$ cat src/rtl/i2s_pkg.sv
// Shared definitions for the I2S receiver.
//   state_e        : receiver FSM states (IDLE / ALIGN / RECV)
//   LEFT / RIGHT   : channel encodings, matching the lrclk level
//   DEFAULT_DATA_W : default channel word width
package i2s_pkg;

  typedef enum logic [1:0] {
    IDLE  = 2'd0,
    ALIGN = 2'd1,
    RECV  = 2'd2
  } state_e;

  localparam logic LEFT  = 1'b0;
  localparam logic RIGHT = 1'b1;

  localparam int unsigned DEFAULT_DATA_W = 24;

endpackage

$ cat src/rtl/i2s_edge_detect.sv
// Word-select change detector.
// Registers lrclk every sclk rising edge; lr_edge is high whenever the
// currently sampled lrclk differs from the registered copy.
// Ports:
//   sclk    in  : bit clock
//   rst     in  : asynchronous active-low reset (registered copy clears to 0)
//   lrclk   in  : word select
//   lr_edge out : lrclk change seen at this rising edge
module i2s_edge_detect (
  input  logic sclk,
  input  logic rst,
  input  logic lrclk,
  output logic lr_edge
);

  logic prev_lr;

  always_ff @(posedge sclk or negedge rst) begin
    if (!rst) begin
      prev_lr <= 1'b0;
    end else begin
      prev_lr <= lrclk;
    end
  end

  assign lr_edge = lrclk ^ prev_lr;

endmodule

$ cat src/rtl/i2s_receiver.sv
// I2S receiver: deserialises MSB-first channel words from sdin and presents
// them as left/right pairs. A pair is only presented when a complete left word
// is followed by a complete right word; valid pulses for one sclk cycle.
//
// Optional feature (macro I2S_RX_FRAME_CHECK_EN): adds the sticky frame_err
// output, set whenever an lrclk change cuts a word short. Without the macro
// the port and its logic are absent and aborts are silent.
//
// Parameters:
//   DATA_W    : bits per channel word (8..31)
//   MSB_DELAY : sclk rising edges from lrclk-change detection to MSB sample (1..3)
// Ports:
//   sclk       in  : bit clock, only clock, rising edge
//   rst        in  : asynchronous active-low reset
//   lrclk      in  : word select, 0 = left, 1 = right
//   sdin       in  : serial data, MSB first
//   left_data  out : last complete left word (signed)
//   right_data out : last complete right word (signed)
//   valid      out : one-cycle pulse when a new pair is presented
//   frame_err  out : sticky short-frame flag (only with I2S_RX_FRAME_CHECK_EN)
module i2s_receiver
  import i2s_pkg::*;
#(
  parameter int unsigned DATA_W    = DEFAULT_DATA_W,
  parameter int unsigned MSB_DELAY = 2
) (
  input  logic                     sclk,
  input  logic                     rst,
  input  logic                     lrclk,
  input  logic                     sdin,
  output logic signed [DATA_W-1:0] left_data,
  output logic signed [DATA_W-1:0] right_data,
  output logic                     valid
`ifdef I2S_RX_FRAME_CHECK_EN
  ,
  output logic                     frame_err
`endif
);

  localparam int unsigned CntW       = $clog2(DATA_W);
  localparam logic [1:0]  DlyInit    = 2'(MSB_DELAY - 1);
  // With a one-cycle delay the MSB arrives on the very next edge, so ALIGN is skipped.
  localparam state_e      StartState = (MSB_DELAY == 1) ? RECV : ALIGN;

  logic              lr_edge;
  state_e            state_q, state_d;
  logic              chan_q;
  logic [1:0]        dly_q;
  logic [CntW-1:0]   bit_cnt_q;
  logic [DATA_W-1:0] shift_q;
  logic [DATA_W-1:0] hold_q;
  logic [DATA_W-1:0] word;
  logic              have_left_q;
  logic [DATA_W-1:0] left_q, right_q;
  logic              valid_q;

  // Control strobes decoded from the FSM
  logic abort, dly_dec, shift_en, commit, load_bits;

  i2s_edge_detect u_edge_detect (
    .sclk    (sclk),
    .rst     (rst),
    .lrclk   (lrclk),
    .lr_edge (lr_edge)
  );

  // Word as it stands once the bit sampled on this edge is shifted in.
  assign word = {shift_q[DATA_W-2:0], sdin};

  // State register
  always_ff @(posedge sclk or negedge rst) begin
    if (!rst) begin
      state_q <= IDLE;
    end else begin
      state_q <= state_d;
    end
  end

  // Next-state logic; an lrclk change restarts alignment from any state.
  always_comb begin
    state_d = state_q;
    if (lr_edge) begin
      state_d = StartState;
    end else begin
      unique case (state_q)
        IDLE:    state_d = IDLE;
        ALIGN:   if (dly_q == 2'd1) state_d = RECV;
        RECV:    if (bit_cnt_q == '0) state_d = IDLE;
        default: state_d = IDLE;
      endcase
    end
  end

  // Output/strobe decode
  always_comb begin
    abort     = lr_edge && (state_q != IDLE);
    dly_dec   = !lr_edge && (state_q == ALIGN);
    shift_en  = !lr_edge && (state_q == RECV);
    commit    = shift_en && (bit_cnt_q == '0);
    load_bits = lr_edge ? (MSB_DELAY == 1) : (dly_dec && (dly_q == 2'd1));
  end

  // Datapath
  always_ff @(posedge sclk or negedge rst) begin
    if (!rst) begin
      chan_q      <= LEFT;
      dly_q       <= 2'd0;
      bit_cnt_q   <= '0;
      shift_q     <= '0;
      hold_q      <= '0;
      have_left_q <= 1'b0;
      left_q      <= '0;
      right_q     <= '0;
      valid_q     <= 1'b0;
    end else begin
      valid_q <= 1'b0;

      if (lr_edge) begin
        chan_q <= lrclk;
        dly_q  <= DlyInit;
      end else if (dly_dec) begin
        dly_q <= dly_q - 2'd1;
      end

      if (load_bits) begin
        bit_cnt_q <= CntW'(DATA_W - 1);
      end else if (shift_en && !commit) begin
        bit_cnt_q <= bit_cnt_q - CntW'(1);
      end

      if (shift_en) begin
        shift_q <= word;
      end

      // A cut-short left word must not pair with the following right word.
      if (abort && (chan_q == LEFT)) begin
        have_left_q <= 1'b0;
      end

      if (commit) begin
        if (chan_q == LEFT) begin
          hold_q      <= word;
          have_left_q <= 1'b1;
        end else if ((chan_q == RIGHT) && have_left_q) begin
          left_q      <= hold_q;
          right_q     <= word;
          valid_q     <= 1'b1;
          have_left_q <= 1'b0;
        end
      end
    end
  end

`ifdef I2S_RX_FRAME_CHECK_EN
  logic frame_err_q;

  always_ff @(posedge sclk or negedge rst) begin
    if (!rst) begin
      frame_err_q <= 1'b0;
    end else if (abort) begin
      frame_err_q <= 1'b1;
    end
  end

  assign frame_err = frame_err_q;
`endif

  assign left_data  = left_q;
  assign right_data = right_q;
  assign valid      = valid_q;

endmodule

$ cat config.mk
export PLATFORM = sky130hd
export DESIGN_NAME = i2s_receiver
export DESIGN_NICKNAME = d
export VERILOG_FILES = /design/src/rtl/i2s_pkg.sv /design/src/rtl/i2s_edge_detect.sv /design/src/rtl/i2s_receiver.sv
export SDC_FILE = /design/constraint.sdc
export NUM_CORES = 1
export LEC_CHECK = 0
export CAP_MARGIN = 20
export CORE_ASPECT_RATIO = 1.75
export CORE_MARGIN = 5
export CORE_UTILIZATION = 50
export DETAILED_ROUTE_END_ITERATION = 16
export GPL_ROUTABILITY_DRIVEN = 0
export GPL_TIMING_DRIVEN = 1
export HOLD_SLACK_MARGIN = 0.15
export PLACE_DENSITY = 0.73
export SYNTH_ARGS = -nofsm -noshare
export SYNTH_HDL_FRONTEND = slang
export SYNTH_SLANG_ARGS = --single-unit
export TNS_END_PERCENT = 100
$ cat constraint.sdc
create_clock -name sclk -period 2.9 [get_ports sclk]
set_input_delay 0.58 -clock sclk [delete_from_list [all_inputs] [get_ports sclk]]
set_output_delay 0.58 -clock sclk [all_outputs]
set_load 0.01 [all_outputs]
Word-level counts from Yosys, hierarchy flattened

Cells that the tools add are included.

Reductions and logical operators: 17
Equality and inequality tests: 5
Add/sub/neg operators: 2
Multiplexer cells: 16
Shift operators: 0
Divide/modulo/power cells: 0
Multipliers: 0
Magnitude comparators: 0
Bitwise logic cells: 2

Operator list:

| kind                  | count |
|---|---|
| $mux W2               | 5 |
| $mux W5               | 2 |
| $logic_and A1 B1 Y1   | 8 |
| $mux W1               | 8 |
| $ne A3 B2 Y1 const B  | 2 |
| $reduce_bool A2 Y1    | 3 |
| $logic_not A5 Y1      | 1 |
| $sub A5 B1 Y5 const B | 1 |
| $eq A2 B1 Y1 const B  | 2 |
| $pmux W2 S2           | 1 |
| $reduce_and A2 Y1     | 2 |
| $reduce_and A3 Y1     | 1 |
| $eq A2 B2 Y1 const B  | 1 |
| $logic_not A1 Y1      | 2 |
| $sub A2 B1 Y2 const B | 1 |
| $not A1 Y1            | 1 |
| $xor A1 B1 Y1         | 1 |

Flip-flop bits (word level): 108
Memories: 0
Memory bits (read-only): 0
Output and inout port bits: 49
RAM bits: 0
Logic and storage cells: 53
Bits in latches: 0

Longest topological paths before layout

Gate-level depths: netlist of the first run.

Depth after elaboration: 8
Mapped depth: 8

Modules after synthesis

Synthesis of the first run repeated with hierarchy kept, for this count alone.

Cells, all modules: 308
Area, all modules: 4172.8 um^2

By module, submodules not included:

| module          | area an instance (um^2) | instances | seq. area each (um^2) | cells an instance |
|---|---|---|---|---|
| i2s_receiver    | 4139.0                  | 1         | 2677.6                | 306 |
| i2s_edge_detect | 33.8                    | 1         | 25.0                  | 2 |

Worst setup path before layout of the first run

OpenSTA, ideal clock, no wires.

Path type: reg-to-reg
From: reg bit_cnt_q[0]
To: reg left_q[14] (netlist: left_data[14])
Required time: 2773 ps
Clock period less this slack: 2122 ps
Setup time: 127 ps
Buffers on the path: 3
Stages on the path, launching flop included: 9
Arrival time: 1995 ps
Slack: 778 ps
Cell sequence: dfrtp_1 -> inv_1 -> ha_1 -> or4b_1 -> buf_2 -> nor4_4 -> buf_4 -> buf_6 -> mux2_1

Cells in the longest elaborated chain, start to end: 3

Ends and longest elaborated chain:

| what                        | RTL line            | text |
|---|---|---|
| from (decl)                 | i2s_receiver.sv:49  | `logic [CntW-1:0] bit_cnt_q;` |
| from (signal assigned)      | i2s_receiver.sv:126 | `bit_cnt_q <= CntW'(DATA_W - 1);` |
| from (signal assigned)      | i2s_receiver.sv:128 | `bit_cnt_q <= bit_cnt_q - CntW'(1);` |
| $logic_not A5 Y1            | i2s_receiver.sv:99  | `commit = shift_en && (bit_cnt_q == '0);` |
| $logic_and A1 B1 Y1         | i2s_receiver.sv:99  |  |
| $reduce_and A3 Y1 (no line) | --                  |  |
| to (signal assigned)        | i2s_receiver.sv:145 | `left_q <= hold_q;` |
| to (decl)                   | i2s_receiver.sv:54  | `logic [DATA_W-1:0] left_q, right_q;` |

Every way passes these cells.
A chain may end at the register's enable or synchronous reset.

Final worst setup path of the first run

From: reg bit_cnt_q[0]
To: reg right_q[20] (netlist: right_data[20])

Cells in the longest elaborated chain, start to end: 3

Ends and longest elaborated chain:

| what                        | RTL line            | text |
|---|---|---|
| $logic_not A5 Y1            | i2s_receiver.sv:99  |  |
| $logic_and A1 B1 Y1         | i2s_receiver.sv:99  |  |
| $reduce_and A3 Y1 (no line) | --                  |  |
| to (signal assigned)        | i2s_receiver.sv:146 | `right_q <= word;` |
| to (decl)                   | i2s_receiver.sv:54  |  |

Every way passes these cells.

==> results of run 1 <==
## where the power goes
| part | internal, uW | leakage (uW) | switching [uW] |
|---|---|---|---|
| registers | 1590 | 0.00147 | 79.4 |
| logic | 128 | 0.000906 | 156 |
| clock network | 894 | 0.000176 | 517 |
## registers in the layout, summed over array words and instances (netlist names)
| name | count |
|---|---|
| hold_q | 24 |
| shift_q | 23 |
| state_q | 2 |
| left_data | 24 |
| u_edge_detect.prev_lr | 1 |
| valid | 1 |
| chan_q | 1 |
| have_left_q | 1 |
| right_data | 24 |
| dly_q | 2 |
| bit_cnt_q | 5 |
## cell type report
cell class | instances | area [um^2] | share of cell area [%]
Tap cell | 92 | 115.1 | 2.216
Inverter | 6 | 22.52 | 0.4336
Timing Repair Buffer | 60 | 598.1 | 11.52
Clock buffer | 11 | 252.7 | 4.866
Clock inverter | 5 | 107.6 | 2.072
Multi-Input combinational cell | 139 | 1395 | 26.86
Sequential cell | 108 | 2703 | 52.04
## per-stage QoR
stage          util, %  std cells  instance area [um^2]  hold slack, ns  worst slack [ns]
6_report         62.89        421                  5194          0.2698            0.5667
5_1_grt          62.89        421                  5194          0.3411            0.4282
4_1_cts          62.71        420                  5179          0.3335            0.5046
3_5_place_dp     58.35        404                  4818          0.4731            0.1454
3_3_place_gp     58.35        404                  4818          0.4629            0.2033
2_1_floorplan        -        264                  4190          0.2844            0.7776
## routing by layer
layer | share of wire, % | global-route usage (%)
met1 | 42 | 18.51
met2 | 53 | 24.86
met3 | 2.2 | 2.740
met4 | 2.2 | 7.457
met5 | 0 | 0
## logic make-up (layout without fill, tap and decap cells)
logic type	Yosys count	count (layout)	share of synthesized area (%)
muxes	99	99	26.52
adders and majority gates	2	2	0.5971
xor gates and xnor gates	3	3	0.8064
and+or+nand+nor	26	26	4.001
buffers and inverters	17	82	2.269
AOI/OAI and AO/OA	9	9	1.314
DFF	108	108	64.50
## synth_stat cells
cell | number | share of area (%)
dfrtp_1 | 108 | 64
xnor2_1 | 2 | 0.42
clkbuf_1 | 3 | 0.27
o21ai_0 | 4 | 0.48
or4_1 | 2 | 0.36
xor2_2 | 1 | 0.39
ha_1 | 2 | 0.60
inv_1 | 6 | 0.54
nand2_1 | 6 | 0.54
a31oi_1 | 3 | 0.45
nand4_1 | 1 | 0.15
o41ai_1 | 1 | 0.21
buf_6 | 3 | 0.81
buf_4 | 1 | 0.18
nor4_1 | 1 | 0.15
nor4_4 | 2 | 1.0
nor2b_1 | 2 | 0.30
mux2i_1 | 3 | 0.72
buf_2 | 4 | 0.48
nor2_1 | 5 | 0.45
o211ai_1 | 1 | 0.18
nor3_1 | 1 | 0.12
nand3_1 | 3 | 0.36
nand3b_1 | 1 | 0.18
or4b_1 | 1 | 0.24
mux2_1 | 29 | 7.8
mux2_2 | 67 | 18
nand2b_1 | 1 | 0.15
## worst paths after layout
| check | startpoint | end | slack [ns] | depth (start not counted) |
|---|---|---|---|---|
| max | bit_cnt_q[0]$_DFFE_PN0P_ | right_data[20]$_DFFE_PN0P_ | 0.57 | 6 |
| min | rst | bit_cnt_q[1]$_DFFE_PN0P_ | 0.27 | 2 |
| max reg2reg | bit_cnt_q[0]$_DFFE_PN0P_ | right_data[20]$_DFFE_PN0P_ | 0.57 | 6 |
| min reg2reg | left_data[17]$_DFFE_PN0P_ | left_data[17]$_DFFE_PN0P_ | 0.48 | 1 |
| max in group asynchronous | rst | left_data[11]$_DFFE_PN0P_ | 2.16 | 2 |
| min in group sclk | left_data[17]$_DFFE_PN0P_ | left_data[17]$_DFFE_PN0P_ | 0.48 | 1 |
==> results.ini, run 1 <==
[logic_synthesis]
ys_types = 28
netlist_instances = 264
ys_seq_area_share_pct = 64.50
ys_warn_count = 0
synth_seq_cells = 108
synth.avg_cell_area_um2 = 15.87
syn_area_um2 = 4190
syn-num-nets = 270

[floorplanning]
core_area_um2 = 8258
ios = 53
rows = 44
die-area_um2 = 10380
die_h_um = 131.1
start_util_pct = 50.74
dieWidth_um = 79.20

[timing]
fmax_mhz = 428.6
finalMaxSlewViolations = 0
hold_violations = 0
layout_min_cycle_time_ns = 2.333
rsz0062_at_grt = false
finalSetupTns_ns = 0
finalSetupViolCount = 0
slew_headroom_pct = 61.01
post-route-period-util_pct = 80.46
clock_skew_ns = 0.005689
max_slew.worst_pin.slew_ns = 0.5849

[pwr]
ir_drop_mv = 0.4036
powerDensity_nw_per_um2 = 646.8
p_leak_uw = 0.002550
fin_total_pwr_uw = 3359

[global_route]
gr-total-overflow = 0
antenna_found_initial = 0
grt_pass1_vias = 2434
grt_max_degree = 109
grt.total_usage_pct = 14.97
grt_pass1_wl_um = 12130

[layout]
syn_to_final_growth_pct = 23.95
diodes = 0
nNetsFinal = 330
final_common_cell = dfrtp_1
fillerInstances = 635
drive_gt1_share_pct = 29.18
layout_common_cells = dfrtp_1, mux2_2, clkdlybuf4s50_1, mux2_1, clkbuf_16

[detailed_routing]
wl_per_cell_um = 16.41
vias = 2260
drc_errors = 0
wl_um = 6908
routed_via_density = 5.368
detail-route-antenna-nets = 0
dr.first_iter.drc_count = 103
first_pass_iters = 4

[placed_design]
port_buffers = 52
dp_hpwl_um = 4479

[clock_network]
cts_max_level = 3
cts_setup_buffers = 0
cts_tree = yes
cts.sinks = 108
cts_resized = 0
cts_buffers = 9
insertion_delay_ns = 0.34
cts_hold_buffers = 0
clk_pin_slew_worst_paths_ns = 0.06
root_buffer = clkbuf_16
clk_path_buf_depth = 2

[worst_setup_path]
startpoint_type = flip-flop
crit_fanout = 25
critPathMaxStageDelay_ns = 0.62
slowest_stage = or4b_1
required_ns = 3.12
criticalPathCategory = flip-flop to flip-flop
worstPathArrival_ns = 2.55
end_kind = flip-flop
crit_buf_inv = 2
path_delay_family = simple AND/OR/NAND/NOR gates
worstPathCellList = inv_1 > ha_1 > or4b_1 > nor4_4 > buf_4 > mux2_2

[status]
status = finished, final reports clean

[hold_path]
hp-class = primary input to async pin

[run]
cap_violations = 0

Note: power is estimated with default switching activity, not from simulation.
==> inputs of run 2 (changes only) <==
Settings changed: CORE_UTILIZATION 50 to 49, PLACE_DENSITY 0.73 to 0.75.
Clock period 2.9 ns to 1.9 ns, I/O delays scaled along.
==> run 2 against run 1 <==
The flow now finishes with violations (negative setup slack). Non-clock buffer count rose by 27. Sequential power rose by 52%. Fmax rose by 7.9%. Register-to-register slack got worse by 0.83 ns. Power rose by 49%. Clock power rose by 37%. Utilization rose by 5.8 points. Count of clock-buffer cells in the layout fell by 1. Worst setup slack got worse by 0.83 ns. Sequential cell count did not move. First-iteration DRC count rose by 40%. Critical path depth rose by 1. Largest power group unchanged. Highest routed layer unchanged.
==> results.ini, run 2 (synthesis gave the netlist of run 1 again) <==
[status]
status = finished with violations
violations = negative setup slack

[timing]
fmax_mhz = 462.3  ; +7.9%
hold_violations = 0  ; unchanged
slew_headroom_pct = 66.92  ; +5.9 points
finalMaxSlewViolations = 0  ; unchanged
holdWs_ns = 0.4824  ; +0.2127 ns
clock_skew_ns = 0.007245  ; +0.001556 ns
post-route-period-util_pct = 113.8  ; +33 points
setup_slack_ns = -0.2630  ; -0.8298 ns
rsz0062_at_grt = true
layout_min_cycle_time_ns = 2.163  ; -0.1702 ns
max_slew.worst_pin.slew_ns = 0.4963  ; -0.08864 ns
finalSetupViolCount = 74  ; +74
finalSetupTns_ns = -13.88  ; -13.88 ns

[floorplanning]
start_util_pct = 50.41  ; -0.34 points
dieWidth_um = 79.91  ; +0.89%
die-area_um2 = 10570  ; +1.8%
core_area_um2 = 8313  ; +0.67%
die_h_um = 132.3  ; +0.94%
rows = 44  ; unchanged
ios = 53  ; unchanged

[worst_setup_path]
startpoint_type = flip-flop
critPathMaxStageDelay_ns = 0.51  ; -0.11 ns
worstPathArrival_ns = 2.38  ; -0.17 ns
crit_buf_inv = 3  ; +1
criticalPathCategory = flip-flop to flip-flop
reg2reg_to = left_data[2]$_DFFE_PN0P_
path_delay_family = simple AND/OR/NAND/NOR gates
reg2reg_slack_ns = -0.26  ; -0.83 ns
r2r_start = bit_cnt_q[0]$_DFFE_PN0P_
required_ns = 2.12  ; -1.00 ns
slowest_stage = or4b_4
crit_fanout = 7  ; -72%
end_kind = flip-flop
reg2reg_depth = 7  ; +1
worstPathCellList = inv_1 > ha_2 > or4b_4 > nor4_4 > buf_6 > clkbuf_16 > mux2_2

[detailed_routing]
vias = 2402  ; +6.3%
dr.first_iter.drc_count = 144  ; +40%
first_pass_iters = 4  ; unchanged
routed_via_density = 5.100  ; -5.0%
drc_errors = 0  ; unchanged
wl_per_cell_um = 17.22  ; +4.9%
wl_um = 8110  ; +17%
detail-route-antenna-nets = 0  ; unchanged

[layout]
fillerInstances = 575  ; -9.4%
nNetsFinal = 357  ; +8.2%
layout_common_cells = dfrtp_1, mux2_4, clkdlybuf4s50_1, mux2_2, buf_4
drive_gt1_share_pct = 42.13  ; +13 points
diodes = 0  ; unchanged
syn_to_final_growth_pct = 36.37
final_common_cell = dfrtp_1

[placed_design]
port_buffers = 52  ; unchanged
dp_hpwl_um = 5071  ; +13%

[pwr]
seq_power_share_pct = 50.5  ; +0.9 points
p_leak_uw = 0.002713  ; +6.4%
intPower_uw = 3849  ; +48%
fin_total_pwr_uw = 5008  ; +49%
powerDensity_nw_per_um2 = 876.3  ; +35%
power_frac_comb_pct = 10.8  ; +2.4 points
ir_drop_mv = 0.5261  ; +30%
clkPwrFrac_pct = 38.6  ; -3.4 points
swShare_pct = 23.14  ; +0.74 points
power_switching_uw = 1159  ; +54%

[clock_network]
clk_pin_slew_worst_paths_ns = 0.07  ; about the same
clk_path_buf_depth = 2  ; unchanged
root_buffer = clkbuf_16
insertion_delay_ns = 0.34  ; about the same
cts.sinks = 108  ; unchanged
cts_buffers = 9  ; unchanged
cts_tree = yes
cts_max_level = 3  ; unchanged

[global_route]
gr-total-overflow = 0  ; unchanged
grt_pass1_wl_um = 13130  ; +8.2%
grt_max_degree = 37  ; -66%
antenna_found_initial = 0  ; unchanged
grt_pass1_vias = 2636  ; +8.3%
grt.total_usage_pct = 16.07  ; +1.1 points

[hold_path]
min_path_cells = 1
hp-class = flip-flop to flip-flop
worstHoldStart = left_data[22]$_DFFE_PN0P_
worstHoldEndpoint = left_data[22]$_DFFE_PN0P_

[run]
cap_violations = 0  ; unchanged

[run 2: cell types whose count changed in the layout (fill, tap and decap cells not counted), sizes merged]
cell and delta:
bufinv -1, clkbuf +1, inv +1, buf +24
clkinv +1, dlygate4sd3 +1
[run 2: power by group through the flow]
stage	registers (uW)	clock network, uW	logic [uW]
finish	2530	1930	542
global route	2550	2080	618
CTS	2520	1990	540
detailed placement	2570	0	522
global placement	2560	0	509
floorplan	2540	0	313
[run 2: worst max-delay path by stage]
stage	startpoint	end	slack, ns	cells past startpoint
floorplan	bit_cnt_q[0]$_DFFE_PN0P_	left_data[14]$_DFFE_PN0P_	-0.20	8
global placement	bit_cnt_q[0]$_DFFE_PN0P_	left_data[8]$_DFFE_PN0P_	-0.26	6
detailed placement	bit_cnt_q[0]$_DFFE_PN0P_	right_data[23]$_DFFE_PN0P_	-0.30	7
CTS	bit_cnt_q[0]$_DFFE_PN0P_	left_data[2]$_DFFE_PN0P_	-0.24	7
global route	bit_cnt_q[0]$_DFFE_PN0P_	right_data[0]$_DFFE_PN0P_	-0.34	7
finish	bit_cnt_q[0]$_DFFE_PN0P_	left_data[2]$_DFFE_PN0P_	-0.26	7
[run 2: final cells by class]
class	instances	area [um^2]	area share, %
tap	115	143.9	2.518
clock inverter	6	87.58	1.533
clock buffer	10	229.0	4.007
multi-input combinational	139	1602	28.03
sequential	108	2703	47.30
inverter	6	22.52	0.3941
timing repair buffer	87	927.1	16.23
[run 2: worst register-to-register path, delay by kind of cell (launching register included)]
family / cells / cell delay (ns)
flops: 1 / 0.38
simple gates: 2 / 0.72
buf+inv: 3 / 0.45
mux: 1 / 0.33
fa+ha+maj: 1 / 0.17
[run 2: routing by layer]
| layer | part of all wire [%] | GRT usage, % |
|---|---|---|
| met4 | 1.1 | 5.827 |
| met1 | 41 | 18.63 |
| met3 | 3.1 | 3.762 |
| met2 | 55 | 28.32 |
| met5 | 0 | 0 |
[run 2: timing repair]
item,CTS,global route
gates cloned,2,2
hold buffers,1,0
gates resized for setup,16,54
pin swaps,0,1
endpoints found under the hold margin,32,0
setup buffers,3,4
setup endpoints to repair,74,74
[run 2: through the flow]
stage / cells / worst slack (ns) / util (%) / instance area (um^2)
finish: 471 / -0.2630 / 68.74 / 5714
global route: 471 / -0.3441 / 68.74 / 5714
CTS: 466 / -0.2380 / 65.46 / 5441
detailed placement: 444 / -0.2985 / 60.45 / 5025
global placement: 444 / -0.2573 / 60.45 / 5025
floorplan: 264 / -0.2006 / - / 4194
==> inputs of run 3 (changes only) <==
Settings changed: CORE_UTILIZATION 49 to 50, CTS_BUF_LIST set to sky130_fd_sc_hd__clkbuf_8, PLACE_DENSITY 0.75 to 0.76.
==> run 3 against run 2 <==
The flow still finishes with violations (negative setup slack). Clock power fell by 33%. Critical path depth is the same. Routed wire length shrank 4.5%. Fmax grew 0.75%. Sequential power about the same. Worst setup slack improved by 0.016 ns. Via count is 0.92% lower. Die area shrank 1.8%. Non-clock buffer count down 4. Count of clock-buffer cells in the layout rose by 3.
==> results.ini, run 3 (synthesis gave the netlist of run 1 again) <==
[detailed_routing]
vias = 2380  ; -0.92%
detail-route-antenna-nets = 0  ; unchanged
wl_per_cell_um = 17.48  ; +1.5%
first_pass_iters = 4  ; unchanged
dr.first_iter.drc_count = 98  ; -32%
routed_via_density = 5.372  ; +5.3%
drc_errors = 0  ; unchanged
wl_um = 7743  ; -4.5%

[worst_setup_path]
r2r_start = bit_cnt_q[0]$_DFFE_PN0P_
end_kind = flip-flop
startpoint_type = flip-flop
worstPathCellList = inv_1 > ha_2 > or4b_4 > nor4_4 > buf_4 > buf_8 > mux2_4
slowest_stage = or4b_4
path_delay_family = simple AND/OR/NAND/NOR gates
crit_buf_inv = 3  ; unchanged
required_ns = 2.15  ; +0.03 ns
crit_start = bit_cnt_q[0]$_DFFE_PN0P_
critPathMaxStageDelay_ns = 0.52  ; about the same
criticalPathCategory = flip-flop to flip-flop
worstPathArrival_ns = 2.40  ; +0.02 ns
crit_fanout = 6  ; -1

[status]
status = finished with violations
violations = negative setup slack

[clock_network]
root_buffer = clkbuf_8
cts_tree = yes
cts_buffers = 9  ; unchanged
clk_pin_slew_worst_paths_ns = 0.09  ; +0.02 ns
insertion_delay_ns = 0.36  ; +0.02 ns
cts.sinks = 108  ; unchanged
cts_max_level = 3  ; unchanged
clk_path_buf_depth = 2  ; unchanged

[placed_design]
place_area_um2 = 4981  ; -0.87%
dp_hpwl_um = 5133  ; +1.2%
port_buffers = 52  ; unchanged
dp_cells = 419  ; -5.6%

[timing]
setup_slack_ns = -0.2469  ; +0.01615 ns
finalMaxSlewViolations = 0  ; unchanged
fmax_mhz = 465.8  ; +0.75%
post-route-period-util_pct = 113.0  ; -0.85 points
slew_headroom_pct = 68.75  ; +1.8 points
clock_skew_ns = 0.009895  ; +0.002650 ns
max_slew.worst_pin.slew_ns = 0.4688  ; -0.02752 ns
hold_violations = 0  ; unchanged
layout_min_cycle_time_ns = 2.147  ; -0.01615 ns
rsz0062_at_grt = true
finalSetupViolCount = 73  ; -1.4%

[layout]
stdcell_count = 443  ; -5.9%
post-route-util_pct = 65.11  ; -3.6 points
fin_area_um2 = 5376  ; -5.9%
final_common_cell = dfrtp_1
nNetsFinal = 353  ; -1.1%
diodes = 0  ; unchanged
syn_to_final_growth_pct = 28.31
drive_gt1_share_pct = 39.32  ; -2.8 points
layout_common_cells = dfrtp_1, mux2_2, clkdlybuf4s50_1, mux2_4, buf_4

[global_route]
gr-total-overflow = 0  ; unchanged
grt_pass1_wl_um = 13340  ; +1.6%
grt.total_usage_pct = 16.41  ; +0.33 points
grt_max_degree = 39  ; +5.4%
grt_pass1_vias = 2619  ; -0.64%
antenna_found_initial = 0  ; unchanged

[hold_path]
worstHoldStart = left_data[16]$_DFFE_PN0P_
hp-class = flip-flop to flip-flop

[floorplanning]
die-area_um2 = 10380  ; -1.8%
start_util_pct = 50.74  ; +0.34 points
rows = 44  ; unchanged
ios = 53  ; unchanged
core_area_um2 = 8258  ; -0.66%
dieWidth_um = 79.20  ; -0.88%
die_h_um = 131.1  ; -0.93%

[pwr]
ir_drop_mv = 0.6219  ; +18%
powerDensity_nw_per_um2 = 813.6  ; -7.2%
p_leak_uw = 0.002608  ; -3.9%

[run]
cap_violations = 0  ; unchanged

run 3: cell types whose count changed in the layout (fill, tap and decap cells not counted), sizes merged:
cell | previous run | this run
bufinv | 2 | 0
clkbuf | 12 | 13
clkinv | 3 | 1
buf | 33 | 31
run 3: metal layers:
layer / vias to the layer above / track usage, % / part of all wire [%]
met5: - / 0 / 0
met4: 0 / 6.883 / 1.5
met3: 8 / 3.425 / 2.6
met2: 29 / 28.99 / 56
met1: 1238 / 18.91 / 40
li1: 1105 / - / -
run 3: final timing paths:
| path | slack [ns] | cells past startpoint | end |
|---|---|---|---|
| hold / removal | 0.49 | 1 | left_data[16]$_DFFE_PN0P_ |
| max in group asynchronous | 0.86 | 3 | shift_q[0]$_DFFE_PN0P_ |
| setup reg to reg | -0.25 | 7 | hold_q[1]$_DFFE_PN0P_ |
| hold reg to reg | 0.49 | 1 | left_data[16]$_DFFE_PN0P_ |
| setup / recovery | -0.25 | 7 | hold_q[1]$_DFFE_PN0P_ |
| min in group asynchronous | 0.50 | 2 | bit_cnt_q[1]$_DFFE_PN0P_ |
run 3: where the power goes:
part | internal (uW) | leakage [uW] | switching, uW
Combinational | 275 | 0.00104 | 269
Clock | 607 | 0.000103 | 696
Sequential | 2420 | 0.00147 | 110
Total | 3300 | 0.00261 | 1070
run 3: per-stage QoR:
stage	worst slack, ns	total power (uW)	setup TNS [ns]	hold WS [ns]
final	-0.2469	4374	-15.40	0.4890
after floorplan	-0.2006	2854	-11.98	0.08441
after global routing	-0.3246	4604	-21.18	0.5197
after global placement	-0.2563	3074	-19.58	0.3664
after detailed placement	-0.3032	3102	-21.58	0.3749
after CTS	-0.3055	4411	-18.23	0.4937
run 3: what timing repair did:
action                                  in CTS  in global routing
cloned                                       1                  2
resized for setup                            8                 35
pin swaps                                    1                  0
setup buffers                                2                  4
hold buffers                                 1                  0
endpoints found under the setup margin      72                 74
hold endpoints to repair                    30                  0
run 3: layout make-up:
class / count / area [um^2]
timing repair buffer: 83 / 849.6
fill: 602 / 2882
sequential: 108 / 2703
tap: 92 / 115.1
clock inverter: 2 / 8.758
clock buffer: 13 / 178.9
multi-input combinational: 139 / 1499
inverter: 6 / 22.52
